### config.mk
export PLATFORM = sky130hd
export DESIGN_NAME = usart_rx
export DESIGN_NICKNAME = d
export VERILOG_FILES = /design/src/rtl/uart_pkg.sv /design/src/rtl/uart_rx_sync.sv /design/src/rtl/usart_rx.sv
export SDC_FILE = /design/constraint.sdc
export NUM_CORES = 1
export LEC_CHECK = 0
export CAP_MARGIN = 5
export CORE_ASPECT_RATIO = 1.75
export CORE_UTILIZATION = 25
export CTS_CLUSTER_DIAMETER = 80
export DETAILED_ROUTE_END_ITERATION = 7
export GPL_TIMING_DRIVEN = 0
export SLEW_MARGIN = 40
export SYNTH_ARGS = -nofsm -noshare
export SYNTH_HDL_FRONTEND = slang
export SYNTH_SLANG_ARGS = --single-unit
### constraint.sdc
create_clock -name sys_clk -period 4.7 [get_ports sys_clk]
set_input_delay 0.705 -clock sys_clk [delete_from_list [all_inputs] [get_ports sys_clk]]
set_output_delay 0.705 -clock sys_clk [all_outputs]
set_load 0.01 [all_outputs]
### src/rtl/uart_pkg.sv
// -----------------------------------------------------------------------------
// uart_pkg
//   Definitions shared by the UART transmit and receive blocks.
//
//   uart_state_e : 2-bit frame state (IDLE, START, DATA, STOP)
//   DATA_BITS    : payload bits per 8N1 frame
//   bps_cnt()    : system clocks per bit period (integer division)
// -----------------------------------------------------------------------------
package uart_pkg;

  typedef enum logic [1:0] {
    ST_IDLE  = 2'd0,
    ST_START = 2'd1,
    ST_DATA  = 2'd2,
    ST_STOP  = 2'd3
  } uart_state_e;

  localparam int unsigned DATA_BITS = 8;

  // Clocks per bit. Both sides of a link must use this same function so that
  // the transmitter and receiver agree on the bit period after truncation.
  function automatic int unsigned bps_cnt(input int unsigned clk_fre,
                                          input int unsigned bps);
    return clk_fre / bps;
  endfunction

endpackage

### src/rtl/uart_rx_sync.sv
// -----------------------------------------------------------------------------
// uart_rx_sync
//   Brings the asynchronous serial line into the clock domain and detects the
//   falling edge that marks a potential start bit.
//
//   clk_i        : system clock
//   rst_i        : synchronous active-high reset
//   rxd_i        : asynchronous serial line (idle high)
//   rxd_sync_o   : synchronised line level (second synchroniser flop)
//   start_edge_o : one-cycle pulse on a high-to-low transition of rxd_sync_o
// -----------------------------------------------------------------------------
module uart_rx_sync (
  input  logic clk_i,
  input  logic rst_i,
  input  logic rxd_i,
  output logic rxd_sync_o,
  output logic start_edge_o
);

  logic rxd_s1_q;
  logic rxd_s2_q;
  logic rxd_s3_q;
  logic seeded_q;
  logic armed_q;

  // The three line flops reset to the idle level. Because those reset values
  // are not real observations of the line, edge detection is held off until a
  // genuine high sample has been seen: seeded_q marks that rxd_s1_q now holds
  // a post-reset sample, and armed_q latches once such a sample is high. A
  // line held low through reset release therefore needs to go high and fall
  // again before a start can be detected.
  always_ff @(posedge clk_i) begin
    if (rst_i) begin
      rxd_s1_q <= 1'b1;
      rxd_s2_q <= 1'b1;
      rxd_s3_q <= 1'b1;
      seeded_q <= 1'b0;
      armed_q  <= 1'b0;
    end else begin
      rxd_s1_q <= rxd_i;
      rxd_s2_q <= rxd_s1_q;
      rxd_s3_q <= rxd_s2_q;
      seeded_q <= 1'b1;
      armed_q  <= armed_q | (seeded_q & rxd_s1_q);
    end
  end

  assign rxd_sync_o   = rxd_s2_q;
  assign start_edge_o = armed_q & rxd_s3_q & ~rxd_s2_q;

endmodule

### src/rtl/usart_rx.sv
// -----------------------------------------------------------------------------
// usart_rx
//   8N1 UART receiver: one start bit, eight data bits LSB first, one stop bit.
//   Each bit is sampled once at its centre. A correctly framed byte is
//   presented on uart_data with a one-cycle uart_done strobe; a frame whose
//   stop bit samples low is discarded with a one-cycle frame_err strobe.
//
//   sys_clk   : system clock, rising edge
//   sys_rst   : synchronous active-high reset
//   uart_rxd  : asynchronous serial input, idle high
//   uart_data : last correctly received byte
//   uart_done : one-cycle strobe, uart_data updated this cycle
//   frame_err : one-cycle strobe, stop bit was low, byte dropped
//   rx_busy   : high while a frame is being received (state != IDLE)
//
//   Clocks per bit is SYS_CLK_FRE/BPS and must lie in [4, 65535].
// -----------------------------------------------------------------------------
module usart_rx
  import uart_pkg::*;
#(
  parameter int unsigned SYS_CLK_FRE = 50_000_000,
  parameter int unsigned BPS         = 9_600
) (
  input  logic       sys_clk,
  input  logic       sys_rst,
  input  logic       uart_rxd,
  output logic [7:0] uart_data,
  output logic       uart_done,
  output logic       frame_err,
  output logic       rx_busy
);

  localparam int unsigned BPS_CNT  = bps_cnt(SYS_CLK_FRE, BPS);
  localparam logic [15:0] CNT_LAST = 16'(BPS_CNT - 1);
  localparam logic [15:0] CNT_MID  = 16'(BPS_CNT / 2 - 1);
  localparam logic [2:0]  BIT_LAST = 3'(DATA_BITS - 1);

  logic rxd_sync;
  logic start_edge;

  uart_state_e state_q,   state_d;
  logic [15:0] clk_cnt_q, clk_cnt_d;
  logic [2:0]  bit_cnt_q, bit_cnt_d;
  logic [7:0]  shift_q,   shift_d;
  logic [7:0]  data_q,    data_d;
  logic        done_q,    done_d;
  logic        err_q,     err_d;

  uart_rx_sync u_sync (
    .clk_i        (sys_clk),
    .rst_i        (sys_rst),
    .rxd_i        (uart_rxd),
    .rxd_sync_o   (rxd_sync),
    .start_edge_o (start_edge)
  );

  always_ff @(posedge sys_clk) begin
    if (sys_rst) begin
      state_q   <= ST_IDLE;
      clk_cnt_q <= 16'd0;
      bit_cnt_q <= 3'd0;
      shift_q   <= 8'h00;
      data_q    <= 8'h00;
      done_q    <= 1'b0;
      err_q     <= 1'b0;
    end else begin
      state_q   <= state_d;
      clk_cnt_q <= clk_cnt_d;
      bit_cnt_q <= bit_cnt_d;
      shift_q   <= shift_d;
      data_q    <= data_d;
      done_q    <= done_d;
      err_q     <= err_d;
    end
  end

  always_comb begin
    state_d   = state_q;
    clk_cnt_d = clk_cnt_q;
    bit_cnt_d = bit_cnt_q;
    shift_d   = shift_q;
    data_d    = data_q;
    done_d    = 1'b0;
    err_d     = 1'b0;

    unique case (state_q)
      ST_IDLE: begin
        clk_cnt_d = 16'd0;
        bit_cnt_d = 3'd0;
        if (start_edge) begin
          state_d = ST_START;
        end
      end

      // Half a bit period in, the start bit must still be low; a high sample
      // means the edge was a glitch and the frame is abandoned silently.
      ST_START: begin
        if (clk_cnt_q == CNT_MID) begin
          clk_cnt_d = 16'd0;
          state_d   = rxd_sync ? ST_IDLE : ST_DATA;
        end else begin
          clk_cnt_d = clk_cnt_q + 16'd1;
        end
      end

      // From the start-bit centre, every full bit period lands on the next
      // bit centre. Bits arrive LSB first, so shifting right leaves the first
      // received bit in bit 0 after eight samples.
      ST_DATA: begin
        if (clk_cnt_q == CNT_LAST) begin
          clk_cnt_d = 16'd0;
          shift_d   = {rxd_sync, shift_q[7:1]};
          if (bit_cnt_q == BIT_LAST) begin
            bit_cnt_d = 3'd0;
            state_d   = ST_STOP;
          end else begin
            bit_cnt_d = bit_cnt_q + 3'd1;
          end
        end else begin
          clk_cnt_d = clk_cnt_q + 16'd1;
        end
      end

      // Leaving at the stop-bit centre, rather than its end, leaves half a
      // bit of slack to catch the next start edge of a back-to-back frame.
      ST_STOP: begin
        if (clk_cnt_q == CNT_LAST) begin
          clk_cnt_d = 16'd0;
          state_d   = ST_IDLE;
          if (rxd_sync) begin
            data_d = shift_q;
            done_d = 1'b1;
          end else begin
            err_d = 1'b1;
          end
        end else begin
          clk_cnt_d = clk_cnt_q + 16'd1;
        end
      end

      default: begin
        state_d   = ST_IDLE;
        clk_cnt_d = 16'd0;
        bit_cnt_d = 3'd0;
      end
    endcase
  end

  assign uart_data = data_q;
  assign uart_done = done_q;
  assign frame_err = err_q;
  // The strobes are registered on the same edge that returns to IDLE, so
  // rx_busy is already low whenever uart_done is high.
  assign rx_busy   = (state_q != ST_IDLE);

endmodule

## Word-level counts from Yosys, hierarchy flattened

Index checks and enable logic that the tools add are counted.
W data, S select, Z words.

- Register bits after elaboration: 44
- Output and inout port bits: 11
- Word-level logic and storage cells: 57

- Add/subtract/negate cells: 2
- Equality and inequality tests: 11
- Multiplexer cells: 16
- Bitwise gates (word level): 7
- Reductions and logical operators: 9

Operators by type and width:

| kind | count |
|---|---|
| $pmux W16 S3 | 1 |
| $mux W16 | 2 |
| $add A16 B1 Y16 const B | 1 |
| $eq A16 B12 Y1 const B | 1 |
| $eq A16 B13 Y1 const B | 1 |
| $mux W2 | 6 |
| $ne A2 B2 Y1 const B | 5 |
| $pmux W2 S4 | 1 |
| $mux W3 | 2 |
| $pmux W3 S2 | 1 |
| $reduce_and A5 Y1 | 1 |
| $eq A2 B2 Y1 const B | 2 |
| $reduce_and A2 Y1 | 2 |
| $reduce_bool A2 Y1 | 2 |
| $add A3 B1 Y3 const B | 1 |
| $and A1 B1 Y1 | 3 |
| $eq A3 B3 Y1 const B | 1 |
| $mux W1 | 3 |
| $not A1 Y1 | 3 |
| $reduce_and A3 Y1 | 1 |
| $reduce_or A3 Y1 | 1 |
| $eq A2 B1 Y1 const B | 1 |
| $logic_not A2 Y1 | 1 |
| $reduce_or A2 Y1 | 1 |
| $or A1 B1 Y1 | 1 |

## Logic depth before layout (Yosys ltp)

- Word-level depth: 4
- Mapped depth: 6

## Hierarchy

A second synthesis with hierarchy kept.

- Cells, all modules: 201
- Area, all modules: 1983.2 µm²

Modules (own cells, without submodules):

| module | times used | cells an instance | area each (µm²) | sequential area each (µm²) |
|---|---|---|---|---|
| usart_rx | 1 | 188 | 1844.3 | 780.7 |
| uart_rx_sync | 1 | 13 | 138.9 | 100.1 |

## Least setup slack after synthesis

No wires, ideal clock.

- Kind: register to register
- From: reg clk_cnt_q[0]
- To: reg bit_cnt_q[0]
- Library setup time: 74 ps
- Data arrival time: 1594 ps
- Data required time: 4626 ps
- Path slack: 3031 ps
- Cell stages (with the launch flop): 6
- Period minus slack after synthesis: 1669 ps
- Cell sequence: dfxtp_1 ha_1 and4bb_2 nand4_4 or4_1 a31oi_1

- Longest elaborated chain between the ends: 3

RTL lines:

| element | RTL line | RTL |
|---|---|---|
| from (decl) | usart_rx.sv:42 | `logic [15:0] clk_cnt_q, clk_cnt_d;` |
| from (signal assigned) | usart_rx.sv:68 | `clk_cnt_q <= clk_cnt_d;` |
| $eq A16 B13 Y1 | usart_rx.sv:110 | `if (clk_cnt_q == CNT_LAST) begin` |
| $ne A2 B2 Y1 (no line) | - |  |
| $reduce_and A2 Y1 (no line) | - |  |
| to (signal assigned) | usart_rx.sv:69 | `bit_cnt_q <= bit_cnt_d;` |
| to (decl) | usart_rx.sv:43 | `logic [2:0] bit_cnt_q, bit_cnt_d;` |

Every way passes these cells.
A chain may end at the register's enable or synchronous reset.

## Final worst setup path

- From: reg state_q[0]
- To: out rx_busy

- Longest elaborated chain between the ends: 1

RTL lines:

| element | RTL line | RTL |
|---|---|---|
| from (decl) | usart_rx.sv:41 | `uart_state_e state_q, state_d;` |
| from (signal assigned) | usart_rx.sv:67 | `state_q <= state_d;` |
| $reduce_bool A2 Y1 | usart_rx.sv:154 | `assign rx_busy = (state_q != ST_IDLE);` |
| to (decl) | usart_rx.sv:30 | `output logic rx_busy` |

Every way passes these cells.

==> flow_metrics.tcl <==
set metrics [dict create \
    utilization_pct 31.71 \
    cpMaxStageDelayCell "clkdlybuf4s50_1" \
    path_buf_inv 3 \
    root_buffer "clkbuf_16" \
    wl_mm 3.847 \
    total_leakage_power_nw 0.8002 \
    worstHoldStart "u_sync.rxd_s1_q" \
    path_cells "clkbuf_1 > inv_1 > nand2_1 > clkdlybuf4s50_1" \
    clock_sinks 44 \
    report.final.slew_viol_count 0 \
    hold_viol_final 0 \
    diodes 0 \
    cp_max_fo 10 \
    startpoint "state_q[0]" \
    end_kind "primary output" \
    synth_warnings 0 \
    place_ws_ns 2.445 \
    cts_inserted_buffers 5 \
    rows 41 \
    tns_ns 0 \
    drc_errors 0 \
    cpLargestDelayFamily "buffers and inverters" \
    outcome "finished clean" \
    syn_area_um2 1916 \
    insertion_delay_ns 0.28 \
    crit_arrival_ns 1.84 \
    start_util_pct 26.11 \
    dp.cells 303 \
    async_flop_share_pct 0 \
    post_cts_buffers 0 \
    fin_crit_sh_pct 54.20 \
    cts_resized 0 \
    start_kind "register" \
    drv_cap 0 \
    gp_congestion 0.7830 \
    synth_nets 210 \
    grt_usage_pct 10.60 \
    ys_top_cells_by_count "44 x dfxtp_1, 24 x nand2_1, 17 x nor3_1" \
    synth-seq-cells 44 \
    antenna_found_initial 0 \
    synth_edf_count 0 \
    slew_headroom_pct 65.10 \
    synth.avg_cell_area_um2 9.390 \
    fp.coreArea_um2 7336 \
    grt_max_degree 16 \
    crit_required_ns 3.99 \
    hold_class "reg2reg" \
    synth_top_area_share_pct 45.98 \
    worst_slew_pin_slew_ns 0.5188 \
    die_w_um 68.17 \
    synth_area_leader_cell "dfxtp_1" \
    cts_tree "built" \
    wl_per_cell_um 12.37 \
    synth_area_leaders "dfxtp_1 46%, mux2i_1 6.3%, nand2_1 4.7%, nor3_1 4.4%, a31o_2 4.1%" \
    worst_slack_ns 2.153 \
    grt_pass1_wl_mm 6.644 \
    ios 14 \
    viasPerCell 4.849 \
    syn_inst 204 \
    final_antenna_net_count 0 \
    fin_skew_ns 0.007933 \
    drive_gt1_share_pct 14.22 \
    yosysUniqueCellTypes 43 \
    die-area_um2 8030 \
    setup_viol 0 \
    design_area_um2 2326 \
    rsz0062_at_grt "no" \
    ir_worst_vdd_v 0.0001199 \
    clockBufferDepth 2 \
    drt_iter0_markers 63 \
    cts_hold_buf 0 \
    synth_ff_type "dfxtp_1" \
    first_pass_iters 4 \
    reg2reg_from "clk_cnt_q[8]" \
    finalNetCount 230 \
    max_freq_mhz 392.6 \
    critPathKind "reg2out" \
    slowest_delay_ns 0.53 \
    grt_pass1_vias 1501 \
    synth.yosys.seq_area_share_pct 45.98 \
    port_buffers 13 \
    die_y_um 117.8 \
    layout.cells.non_filler 311 \
    h-tree-depth 2 \
    power_density_nw_per_um2 337.5 \
    clkSlewWorstSetupHoldPaths_ns 0.06 \
    dpl-instance-area_um2 2153 \
    vias 1508 \
    place_hpwl_mm 2.898 \
    min_period_ns 2.547 \
    syn2layout_area_growth_pct 21.42 \
    grt-ovfl-total 0 \
    synth_most_common_cell "dfxtp_1" \
]
[logic make-up after synthesis]
| family | after synthesis | share of synthesized area (%) |
|---|---|---|
| simple gates | 94 | 27.56 |
| fa+ha+maj | 3 | 1.960 |
| mux | 14 | 7.446 |
| xor+xnor | 9 | 4.115 |
| compound gates | 26 | 9.929 |
| flops | 44 | 45.98 |
| buf+inv | 14 | 3.004 |
[cell usage in the layout (no fill, tap or decap), types with 3 or more instances in the layout]
| cell | synthesis | final |
|---|---|---|
| dfxtp_1 | 44 | 44 |
| nand2_1 | 24 | 24 |
| nor3_1 | 17 | 17 |
| nor2_1 | 13 | 13 |
| clkdlybuf4s50_1 | 0 | 13 |
| mux2i_1 | 12 | 12 |
| nand3_1 | 10 | 10 |
| a31o_2 | 9 | 9 |
| clkbuf_1 | 7 | 7 |
| a21oi_1 | 7 | 7 |
| nand4_1 | 6 | 6 |
| xnor2_1 | 6 | 6 |
| clkbuf_16 | 0 | 5 |
| inv_1 | 4 | 4 |
| nor4_1 | 4 | 4 |
| or2_2 | 3 | 3 |
| or3_1 | 3 | 3 |
| xor2_1 | 3 | 3 |
| ha_1 | 3 | 3 |
[layout make-up]
| type | instances | area [um2] |
|---|---|---|
| Clock buffer | 5 | 125.1 |
| Clock inverter | 3 | 47.55 |
| Multi-Input combinational cell | 146 | 977.2 |
| Inverter | 5 | 18.77 |
| Tap cell | 86 | 107.6 |
| Buffer | 9 | 38.79 |
| Timing Repair Buffer | 13 | 130.1 |
| Fill cell | 764 | 5010 |
| Sequential cell | 44 | 880.8 |
[through the flow]
stage	hold slack (ns)	total power, mW
after CTS	0.4562	0.7954
final	0.4543	0.7849
after floorplan	0.4146	0.3927
after global routing	0.4639	0.8118
after detailed placement	0.4446	0.3984
after global placement	0.4422	0.3982
[worst reg2reg max path, cell delays in order (launching register included)]
cell and delay (ns):
dfxtp_1 0.29, clkbuf_1 0.18, nor2_1 0.22, nand4_1 0.38, or2_0 0.33, buf_2 0.19
a31o_2 0.25
[layer usage]
layer / share of wire [%] / vias to the layer above / global-route usage [%] / wire (um)
met1: 41 / 702 / 11.33 / 1586
met5: 0 / - / 0 / 0
met3: 2.5 / 8 / 2.810 / 95
met4: 2.1 / 0 / 4.167 / 80
li1: - / 781 / - / -
met2: 54 / 17 / 18.69 / 2086
[report_power, final]
group          internal (mW)  switching [mW]
logic                0.00490         0.00802
registers              0.375         0.00154
clock network          0.252           0.143
[worst paths after layout]
path | endpoint | slack, ns | depth (start not counted)
min | u_sync.rxd_sync_o | 0.45 | 1
min reg2reg | u_sync.rxd_sync_o | 0.45 | 1
max | rx_busy | 2.15 | 4
max reg2reg | uart_data[0] | 2.73 | 6
[flip-flops by register name (all words and copies together) (netlist names), 3 cells and up, named ones only]
name,flops
clk_cnt_q,16
shift_q,8
uart_data,8
bit_cnt_q,3
(Power assumes the default switching activity.)
